<file path="config.mk">
export PLATFORM = sky130hd
export DESIGN_NAME = sram_burst_reader
export DESIGN_NICKNAME = d
export VERILOG_FILES = /design/src/rtl/sram_pkg.sv /design/src/rtl/word_byte_serializer.sv /design/src/rtl/sram_burst_reader.sv
export SDC_FILE = /design/constraint.sdc
export NUM_CORES = 1
export LEC_CHECK = 0
export ABC_CLOCK_PERIOD_IN_PS = 2200
export CAP_MARGIN = 40
export CORE_ASPECT_RATIO = 1.4
export CORE_UTILIZATION = 48
export DETAILED_ROUTE_END_ITERATION = 16
export PLACE_DENSITY = 0.79
export SLEW_MARGIN = 10
export SYNTH_ARGS = -nofsm -noshare
export SYNTH_HDL_FRONTEND = slang
export SYNTH_SLANG_ARGS = --single-unit
</file>
<file path="constraint.sdc">
create_clock -name clk -period 2.2 [get_ports clk]
set_input_delay 0.33 -clock clk [delete_from_list [all_inputs] [get_ports clk]]
set_output_delay 0.33 -clock clk [all_outputs]
set_load 0.02 [all_outputs]
</file>
<file path="src/rtl/sram_pkg.sv">
// Shared SRAM definitions: geometry of sky130_sram_2kbyte_1rw1r_32x512_8 and
// the burst-reader FSM state encoding.
package sram_pkg;

   localparam int SRAM_ADDR_W    = 9;
   localparam int SRAM_DATA_W    = 32;
   localparam int BYTES_PER_WORD = SRAM_DATA_W / 8;

   typedef enum logic [1:0] {
      IDLE  = 2'd0,
      ISSUE = 2'd1,
      WAIT  = 2'd2,
      SEND  = 2'd3
   } state_t;

endpackage

</file>
<file path="src/rtl/word_byte_serializer.sv">
// Holds one SRAM word and emits it as bytes under valid/ready, flagging the
// final byte so the reader FSM knows when the word is exhausted.
module word_byte_serializer #(
   parameter int DATA_W  = 32,
   parameter bit BYTE_LE = 1'b1
) (
   input  logic              clk,
   input  logic              rst,
   input  logic              load,
   input  logic [DATA_W-1:0] word,
   input  logic              out_ready,
   output logic [7:0]        out_data,
   output logic              out_valid,
   output logic              last_byte
);

   localparam int NB    = DATA_W / 8;
   localparam int IDX_W = (NB > 1) ? $clog2(NB) : 1;
   localparam logic [IDX_W-1:0] LAST_IDX = IDX_W'(NB - 1);

   logic [DATA_W-1:0] word_q;
   logic [IDX_W-1:0]  idx;
   logic [IDX_W-1:0]  lane;
   logic              valid_q;

   always_ff @(posedge clk) begin
      if (rst) begin
         word_q  <= '0;
         idx     <= '0;
         valid_q <= 1'b0;
      end else if (load) begin
         word_q  <= word;
         idx     <= '0;
         valid_q <= 1'b1;
      end else if (valid_q && out_ready) begin
         if (idx == LAST_IDX) begin
            valid_q <= 1'b0;
         end else begin
            idx <= idx + IDX_W'(1);
         end
      end
   end

   // Lane is the byte position within the word; big-endian order walks it downward.
   always_comb begin
      lane      = BYTE_LE ? idx : (LAST_IDX - idx);
      out_data  = 8'(word_q >> {lane, 3'b000});
      out_valid = valid_q;
      last_byte = valid_q && (idx == LAST_IDX);
   end

endmodule

</file>
<file path="src/rtl/sram_burst_reader.sv">
// Burst reader on the read-only port 1 of the sky130 32x512 SRAM: one csb1-low
// cycle per word, each captured word streamed out as bytes on valid/ready.
module sram_burst_reader
   import sram_pkg::*;
#(
   parameter int ADDR_W  = SRAM_ADDR_W,
   parameter int DATA_W  = SRAM_DATA_W,
   parameter bit BYTE_LE = 1'b1
) (
   input  logic              clk,
   input  logic              rst,
   input  logic              start,
   input  logic [ADDR_W-1:0] start_addr,
   input  logic [ADDR_W-1:0] word_count,
   output logic              busy,
   output logic              done,
   output logic [7:0]        out_data,
   output logic              out_valid,
   input  logic              out_ready,
   output logic              ram_clk1,
   output logic              ram_csb1,
   output logic [ADDR_W-1:0] ram_addr1,
   input  logic [DATA_W-1:0] ram_dout1,
   output logic [1:0]        dbg_state
);

   state_t            state;
   state_t            state_nxt;
   logic [ADDR_W-1:0] cur_addr;
   logic [ADDR_W:0]   remaining;
   logic              done_q;
   logic              ser_load;
   logic              last_byte;
   logic              hs_last;
   logic              more_words;

   assign ram_clk1   = clk;
   assign hs_last    = out_valid && out_ready && last_byte;
   assign more_words = remaining > (ADDR_W + 1)'(1);

   always_ff @(posedge clk) begin
      if (rst) begin
         state <= IDLE;
      end else begin
         state <= state_nxt;
      end
   end

   always_comb begin
      state_nxt = state;
      case (state)
         IDLE:    if (start) state_nxt = ISSUE;
         ISSUE:   state_nxt = WAIT;
         WAIT:    state_nxt = SEND;
         SEND:    if (hs_last) state_nxt = more_words ? ISSUE : IDLE;
         default: state_nxt = IDLE;
      endcase
   end

   // The SRAM latches addr1 at the edge ending ISSUE; dout1 is valid through WAIT.
   always_comb begin
      ram_csb1  = 1'b1;
      ram_addr1 = '0;
      ser_load  = 1'b0;
      busy      = (state != IDLE);
      done      = done_q;
      dbg_state = state;
      if (state == ISSUE) begin
         ram_csb1  = 1'b0;
         ram_addr1 = cur_addr;
      end
      if (state == WAIT) begin
         ser_load = 1'b1;
      end
   end

   // word_count of zero means the whole array, hence the extra remaining bit.
   always_ff @(posedge clk) begin
      if (rst) begin
         cur_addr  <= '0;
         remaining <= '0;
         done_q    <= 1'b0;
      end else begin
         done_q <= (state == SEND) && hs_last && !more_words;
         if ((state == IDLE) && start) begin
            cur_addr  <= start_addr;
            remaining <= (word_count == '0) ? {1'b1, {ADDR_W{1'b0}}}
                                            : {1'b0, word_count};
         end else if ((state == SEND) && hs_last && more_words) begin
            cur_addr  <= cur_addr + ADDR_W'(1);
            remaining <= remaining - (ADDR_W + 1)'(1);
         end
      end
   end

   word_byte_serializer #(
      .DATA_W  (DATA_W),
      .BYTE_LE (BYTE_LE)
   ) u_serializer (
      .clk       (clk),
      .rst       (rst),
      .load      (ser_load),
      .word      (ram_dout1),
      .out_ready (out_ready),
      .out_data  (out_data),
      .out_valid (out_valid),
      .last_byte (last_byte)
   );

endmodule

</file>
==> flow_summary.yaml, run 1 <==
synthesis:
  ys_seq_area_frac: 0.392
  synthTopCellsByArea: "dfxtp_1 39%, mux2i_1 12%, nor2_1 6.8%"
  synth_top_area_frac: 0.392
  synthFlopType: "dfxtp_1"
  synth_edf_count: 0
  synthCells: 307
  synth-seq-cells: 57
  yosysUniqueCellTypes: 44
  syn_nets: 370
  async_reset_ff_frac: 0
  syn_avg_cell_area_sq_um: 9.49
  synth_area_leader_cell: "dfxtp_1"
  yosysWarnings: 0
  netlist_area_sq_mm: 0.00291
sta:
  drv_slew: 0
  hold_violations: 0
  finalSetupViolations: 0
  finalSetupTns_ps: 0
  slew_headroom: 0.601
  worst_pin_slew_ps: 594
  skew_ps: 7.60
  rsz0062_at_grt: "no"
setup_path:
  rr_worst_depth: 5
  rrSetupSlack_ps: 200
  start_kind: "clock port"
  worst_path_largest_cell_delay_ps: 520
  worstPathCellList: "clkbuf_8 -> clkbuf_8 -> clkdlybuf4s50_1"
  crit_slowest_cell: "clkdlybuf4s50_1"
  crit_top_cell: "clkbuf_8"
  arrival_ps: 1840
  path_class: "clk2out"
  cp.required_ps: 1870
  rr_endpoint: "cur_addr[4]"
  reg2reg_from: "dbg_state[0]"
  crit_path_end_kind: "primary output"
  cp_max_fo: 2
cells_and_area:
  syn2layout_area_growth_pct: 41.6
  layout_common_cells: "58 x clkdlybuf4s50_1, 54 x dfxtp_1, 53 x nor2_1, 34 x mux2i_1, 17 x dlygate4sd2_1"
  final_nets: 461
  diodes: 0
  drive_above_1_share: 0.157
  final_common_cell: "clkdlybuf4s50_1"
cts:
  cts_tree: "yes"
  clk_latency_ps: 440
  postCtsHoldBufs: 0
  cts.clk_slew.worst_paths_ps: 60
  cts_setup_buffers: 0
drt:
  ant_nets: 0
  drtIter0Drc: 112
  drc: 0
  avgRoutedWirePerCell_microns: 16.0
  viasPerCell: 5.71
  drtPass1Iterations: 4
  vias: 2693
  drt-total-wl_microns: 7570
power_and_ir_drop:
  p_leak_nw: 1.57
  vdd_drop_max_mv: 0.593
  finalPower_mw: 4.44
  p_per_area_mw_per_mm2: 1080
global_routing:
  grt_usage: 0.251
  use_met2: 0.422
  grt_overflow: 0
  antenna_found_initial: 0
  grt_pass1_wl_microns: 12000
  grt_pass1_vias: 2624
  grt_max_degree: 32
  grt_util_met1: 0.289
  met3_usage: 0.0631
  globalRoute.busiestLayer: "met2"
floorplanning:
  core_sq_mm: 0.00586
  pin_count: 78
  rows: 33
  die_h_microns: 94.2
  initial_core_util: 0.497
  die_area_sq_mm: 0.00639
  die_w_microns: 67.9
min_path:
  hold_depth: 2
  min_to: "u_serializer.word_q[31]"
  min_from: "rst"
  holdCritPathClass: "in2reg"
place:
  place_hpwl_microns: 5300
  io_buffers: 77
  place.gp.congestion: 0.831
run:
  cap_viol_max_count: 0
outcome:
  status: "finished, final reports clean"
-- registers in the layout (all words and copies together) (netlist names) --
| register | count |
|---|---|
| done | 1 |
| u_serializer.out_valid | 1 |
| u_serializer.idx | 2 |
| cur_addr | 9 |
| u_serializer.word_q | 32 |
| remaining | 10 |
| dbg_state | 2 |
-- per-stage QoR --
stage	setup slack [ps]	utilization	instances	hold slack, ps	area, sq um
2_1_floorplan	181	-	307	443	2910
3_3_place_gp	120	0.660	454	468	3870
3_5_place_dp	76.6	0.660	454	482	3870
4_1_cts	10.6	0.704	472	275	4130
5_1_grt	4.85	0.704	472	302	4130
6_report	25.3	0.704	472	289	4130
-- power breakdown --
part / switching (mW) / internal (mW)
combinational: 0.857 / 0.778
sequential: 0.202 / 1.27
clock: 0.462 / 0.872
-- worst max-delay path: cells and delay by family --
family,cells,cell delay [ps]
buffers and inverters,3,740
-- final cells by class --
class / count / area (sq um)
Clock buffer: 17 / 220
Clock inverter: 2 / 60.1
Fill cell: 476 / 1740
Inverter: 8 / 30.0
Multi-Input combinational cell: 223 / 1680
Sequential cell: 57 / 1140
Tap cell: 70 / 87.6
Timing Repair Buffer: 95 / 910
-- kinds of logic (layout without fill, tap and decap cells) --
family | count (synthesis) | in the layout | share of synthesized area
AOI/OAI and AO/OA | 45 | 45 | 0.128
buffers and inverters | 27 | 122 | 0.0386
xor gates and xnor gates | 3 | 3 | 0.00902
and+or+nand+nor | 123 | 123 | 0.212
DFF | 57 | 57 | 0.392
adders and majority gates | 9 | 9 | 0.0386
muxes | 43 | 43 | 0.182
-- metal layers --
layer  up-vias  share of wire
met1      1264           0.41
met5         -              0
met2       106           0.51
li1       1308              -
met3        15          0.064
met4         0          0.019
-- repair_timing --
| item | 4_1_cts | 5_1_grt |
|---|---|---|
| pin swaps | 0 | 0 |
| cloned | 0 | 0 |
| setup endpoints to repair | 19 | 8 |
| resized for setup | 21 | 4 |
-- worst max path at each step --
stage | from | endpoint | slack, ps | depth (start not counted)
CTS | u_serializer.idx[0] | out_data[6] | 10 | 3
detailed placement | out_ready | cur_addr[6] | 80 | 5
finish | clk | ram_clk1 | 30 | 3
global route | clk | ram_clk1 | 5 | 3
floorplan | dbg_state[1] | remaining[6] | 180 | 6
global placement | out_ready | cur_addr[5] | 120 | 5
-- synthesized netlist by cell type, types with 2 or more instances --
| library cell | instances |
|---|---|
| nand3_1 | 13 |
| a311oi_1 | 5 |
| ha_1 | 9 |
| clkbuf_1 | 11 |
| and2_1 | 10 |
| a211oi_1 | 5 |
| nor4_1 | 6 |
| nand4_1 | 4 |
| dfxtp_1 | 57 |
| nand2_1 | 11 |
| a2bb2oi_1 | 2 |
| a311oi_2 | 4 |
| or4_1 | 4 |
| xnor2_1 | 3 |
| and4_1 | 2 |
| mux4_2 | 8 |
| inv_1 | 8 |
| o31a_1 | 2 |
| or2_2 | 2 |
| a31oi_1 | 4 |
| buf_1 | 6 |
| or4b_1 | 2 |
| o211ai_1 | 2 |
| nor3_1 | 8 |
| o31ai_1 | 4 |
| a21oi_1 | 4 |
| mux2i_1 | 34 |
| nor2_1 | 53 |
| o21ai_1 | 3 |
| o21ai_0 | 3 |
| or3_1 | 5 |
(Power assumes the default switching activity.)
==> inputs of run 2 (changes only) <==
- CTS_CLUSTER_DIAMETER: not set -> 30
- GPL_TIMING_DRIVEN: not set -> 0
- REMOVE_ABC_BUFFERS: not set -> 1
==> run 2 against run 1 <==
Compared with the run above:
- global-route usage down 1.2 points
- largest power group unchanged
- sequential power about the same
- first-iteration DRC count up 20%
- setup slack worse by 2.5 ps
- sequential share of layout area up 0.66 points
- critical path depth unchanged
- power down 9.2%
- clock skew down 2.8 ps
==> flow_summary.yaml, run 2 (same netlist as run 1, synthesis figures left out) <==
power_and_ir_drop:
  p_int_mw: 2.53
  p_per_area_mw_per_mm2: 995
  pwr-share-clk: 0.250
  vdd_drop_max_mv: 0.613
  swShare: 0.372
  power.share.combinational: 0.383
  power_switching_mw: 1.50
  p_leak_nw: 1.52
  sequentialPowerShare: 0.367
floorplanning:
  die_h_microns: 94.2
  pin_count: 78
  die_w_microns: 67.9
  initial_core_util: 0.497
  core_sq_mm: 0.00586
  rows: 33
  die_area_sq_mm: 0.00639
cells_and_area:
  top_register: "u_serializer.word_q"
  final_common_cell: "clkdlybuf4s50_1"
  diodes: 0
  largest_register_ffs: 32
  drive_above_1_share: 0.150
  seqCellArea_sq_mm: 0.00115
  final_core_util: 0.691
  reg.largest.list: "u_serializer.word_q x32, remaining x10, cur_addr x9"
  multi_input_area_sq_mm: 0.00172
  fillCellCount: 491
  final_nets: 451
  finish.cell_count_without_fillers: 463
  layout_common_cells: "58 x clkdlybuf4s50_1, 53 x nor2_1, 53 x dfxtp_1, 34 x mux2i_1, 16 x dlygate4sd2_1"
  syn2layout_area_growth_pct: 39.1
sta:
  timing.fmax_ghz: 0.462
  setup_ws_ps: 22.8
  drv_slew: 0
  hold_violations: 0
  period_minus_slack_ps: 2180
  rsz0062_at_grt: "yes"
  finalSetupViolations: 0
  skew_ps: 4.84
  worst_pin_slew_ps: 889
  fin_crit_sh: 0.990
  slew_headroom: 0.402
  finalSetupTns_ps: 0
  hold_ws_ps: 422
min_path:
  min_from: "rst"
  holdCritPathClass: "in2reg"
  min_to: "u_serializer.word_q[18]"
  hold_depth: 2
run:
  cap_viol_max_count: 0
drt:
  ant_nets: 0
  avgRoutedWirePerCell_microns: 15.1
  drtIter0Drc: 134
  drc: 0
  drt-total-wl_microns: 7010
  vias: 2642
  viasPerCell: 5.71
  drtPass1Iterations: 5
setup_path:
  path_class: "clk2out"
  cp_max_fo: 2
  rr_worst_depth: 6
  reg2reg_from: "remaining[0]"
  crit_path_end_kind: "primary output"
  rrSetupSlack_ps: 40
  rr_endpoint: "remaining[5]"
  start_kind: "clock port"
  arrival_ps: 1850
  cp.required_ps: 1870
global_routing:
  grt_overflow: 0
  grt_pass1_wl_microns: 11400
  antenna_found_initial: 0
  grt_max_degree: 34
  grt_pass1_vias: 2539
  grt_usage: 0.238
cts:
  clk_latency_ps: 440
  cts_tree: "yes"
  cts.clk_slew.worst_paths_ps: 70
  postCtsHoldBufs: 0
place:
  dp_slack_ps: -725
  place_hpwl_microns: 4740
  io_buffers: 77
  dp.cells: 438
  place.gp.congestion: 0.892
outcome:
  status: "finished, final reports clean"
run 2: cell types whose count changed in the layout (fill, tap and decap cells not counted), sizes merged:
cell,change
dlygate4sd2,-1
buf,-10
clkinvlp,+2
bufinv,-2
clkbuf,-4
clkinv,+4
dlymetal6s2s,+2
run 2: worst max-delay path by stage:
| stage | start | end | slack, ps | cells past startpoint |
|---|---|---|---|---|
| 6_report | clk | ram_clk1 | 20 | 3 |
| 2_1_floorplan | u_serializer.idx[0] | cur_addr[6] | -160 | 5 |
| 3_5_place_dp | u_serializer.idx[0] | cur_addr[6] | -730 | 5 |
| 5_1_grt | remaining[5] | remaining[1] | -150 | 3 |
| 3_3_place_gp | rst | remaining[9] | -750 | 4 |
| 4_1_cts | dbg_state[1] | ram_addr1[4] | 4 | 4 |
run 2: cell type report:
type	count	share of cell area
tap	70	0.0216
multi-input combinational	223	0.425
timing repair buffer	85	0.209
clock buffer	14	0.0441
sequential	57	0.284
inverter	8	0.00741
clock inverter	6	0.00864
run 2: power groups by stage:
stage	Sequential (mW)	Clock [mW]	Combinational [mW]
2_1_floorplan	1.47	0	0.997
3_3_place_gp	1.49	0.0610	1.46
3_5_place_dp	1.50	0.0610	1.51
4_1_cts	1.47	1.03	1.53
5_1_grt	1.51	1.10	1.69
6_report	1.48	1.01	1.54
run 2: critical path: stages:
cell and delay (ps):
clkbuf_8 110, clkbuf_8 120, clkdlybuf4s50_1 520
run 2: stage by stage:
stage	area [sq um]	power, mW
after floorplan	2830	2.46
after global placement	3690	3.01
after detailed placement	3750	3.07
after CTS	4020	4.04
after global routing	4050	4.30
final	4050	4.03
run 2: per-layer routing:
metal	global-route usage	up-vias	part of all wire
met5	0	-	0
li1	-	1294	-
met2	0.399	98	0.50
met1	0.274	1231	0.42
met4	0.123	0	0.026
met3	0.0558	19	0.058
run 2: timing repair:
action,4_1_cts,5_1_grt
resized for setup,29,6
pin swaps,1,0
buffers inserted,5,1
endpoints found under the setup margin,37,13
==> inputs of run 3 (changes only) <==
- CELL_PAD_IN_SITES_DETAIL_PLACEMENT: not set -> 0
- CELL_PAD_IN_SITES_GLOBAL_PLACEMENT: not set -> 2
- CORE_UTILIZATION: 48 -> 29
- PLACE_DENSITY: 0.79 -> not set
- PLACE_DENSITY_LB_ADDON: not set -> 0.1
==> run 3 against run 2 <==
Compared with the run above:
- setup slack better by 63 ps
- final cell count is 13% higher
- largest power group is now clock
- die area is 64% higher
- critical path type is now reg2out
==> flow_summary.yaml, run 3 (same netlist as run 1, synthesis figures left out) <==
cells_and_area:
  syn2layout_area_growth_pct: 47.0
  diodes: 0
  largest_register_ffs: 32
  drive_above_1_share: 0.150
  top_register: "u_serializer.word_q"
  finish.cell_count_without_fillers: 525
  reg.largest.list: "u_serializer.word_q x32, remaining x10, cur_addr x9"
  layout_common_cells: "57 x clkdlybuf4s50_1, 53 x nor2_1, 53 x dfxtp_1, 34 x mux2i_1, 19 x dlygate4sd2_1"
  final_nets: 452
  final_common_cell: "clkdlybuf4s50_1"
sta:
  fin_crit_sh: 0.961
  finalSetupViolations: 0
  hold_violations: 0
  rsz0062_at_grt: "no"
  slew_headroom: 0.594
  timing.fmax_ghz: 0.473
  period_minus_slack_ps: 2110
  hold_ws_ps: 340
  worst_pin_slew_ps: 604
  finalSetupTns_ps: 0
  drv_slew: 0
  skew_ps: 4.70
floorplanning:
  pin_count: 78
  die_w_microns: 86.7
  rows: 42
  initial_core_util: 0.303
  die_area_sq_mm: 0.0105
  die_h_microns: 121
  core_sq_mm: 0.00962
place:
  dp.cells: 500
  place.gp.congestion: 0.733
  io_buffers: 77
  place_hpwl_microns: 5250
setup_path:
  crit_start: "dbg_state[1]"
  cp.required_ps: 1870
  worstPathCellList: "inv_1 -> ha_4 -> inv_1 -> clkdlybuf4s50_1"
  crit_top_cell: "inv_1"
  worst-path-buf-inv: 3
  arrival_ps: 1780
  crit_slowest_cell: "clkdlybuf4s50_1"
  path_class: "reg2out"
  worst_path_largest_cell_delay_ps: 590
  reg2reg_from: "remaining[0]"
  crit_path_end_kind: "primary output"
  start_kind: "flop"
  cp_max_fo: 10
  cpLargestDelayFamily: "buffers and inverters"
outcome:
  status: "finished, final reports clean"
global_routing:
  antenna_found_initial: 0
  grt_usage: 0.160
  grt_max_degree: 41
  grt_pass1_wl_microns: 12600
  grt_pass1_vias: 2579
  grt_overflow: 0
drt:
  drt-total-wl_microns: 7820
  ant_nets: 0
  drc: 0
  vias: 2573
  drtIter0Drc: 77
  viasPerCell: 4.90
  avgRoutedWirePerCell_microns: 14.9
  drtPass1Iterations: 4
cts:
  cts.clk_slew.worst_paths_ps: 50
  cts_tree: "yes"
  clk_latency_ps: 440
  postCtsHoldBufs: 0
min_path:
  min_from: "rst"
  holdCritPathClass: "in2reg"
power_and_ir_drop:
  vdd_drop_max_mv: 0.607
  p_per_area_mw_per_mm2: 1110
  p_leak_nw: 1.58
run:
  cap_viol_max_count: 0
-- run 3: cell count changes in the layout (fill, tap and decap cells not counted), sizes merged --
| cell | before | now |
|---|---|---|
| clkbuf | 13 | 15 |
| clkinvlp | 2 | 0 |
| dlymetal6s2s | 2 | 0 |
| buf | 10 | 11 |
| clkinv | 4 | 2 |
| clkdlybuf4s50 | 58 | 57 |
| bufinv | 0 | 1 |
| dlygate4sd2 | 16 | 19 |
-- run 3: worst reg2reg max path, stage by stage (launching register included) --
cell and delay (ps):
dfxtp_1 400, inv_1 60, ha_1 290, o21bai_2 280
o31ai_4 200, or4_1 520, a311oi_2 260
-- run 3: metrics by stage --
| stage | total power [mW] | setup WS [ps] | util | cell area (sq um) |
|---|---|---|---|---|
| final | 4.74 | 85.8 | 0.445 | 4280 |
| after CTS | 4.78 | 2.62 | 0.442 | 4250 |
| after floorplan | 2.46 | -158 | - | 2830 |
| after global placement | 3.08 | -940 | 0.392 | 3770 |
| after detailed placement | 3.11 | -733 | 0.397 | 3820 |
| after global routing | 5.03 | 7.60 | 0.445 | 4280 |
-- run 3: repair_timing --
item / in CTS / in global routing
endpoints found under the setup margin: 38 / 11
gates resized for setup: 26 / 7
pin swaps: 1 / 0
buffers inserted: 7 / 0
-- run 3: worst paths after layout --
check,end,slack [ps],depth (start not counted)
min reg2reg,u_serializer.word_q[27],490,2
max reg2reg,cur_addr[5],110,6
min,dbg_state[0],340,2
max,ram_csb1,90,4
-- run 3: routing by layer --
| metal | wire length [microns] | up-vias | global-route usage |
|---|---|---|---|
| li1 | - | 1298 | - |
| met1 | 3450 | 1194 | 0.186 |
| met2 | 3860 | 65 | 0.270 |
| met3 | 300 | 16 | 0.0280 |
| met4 | 210 | 0 | 0.0990 |
| met5 | 0 | - | 0 |
-- run 3: layout make-up --
| cell class | instances | area, sq um |
|---|---|---|
| clock buffers | 16 | 340 |
| fillers | 948 | 5330 |
| multi-input cells | 223 | 1700 |
| clock inverters | 3 | 40.0 |
| inverters | 8 | 30.0 |
| repair buffers | 86 | 853 |
| flip-flops and latches | 57 | 1150 |
| well taps | 132 | 165 |
-- run 3: power breakdown --
part,leakage [nW],switching (mW),internal [mW]
Clock,0.191,0.524,1.17
Combinational,0.918,0.829,0.726
Sequential,0.468,0.212,1.27
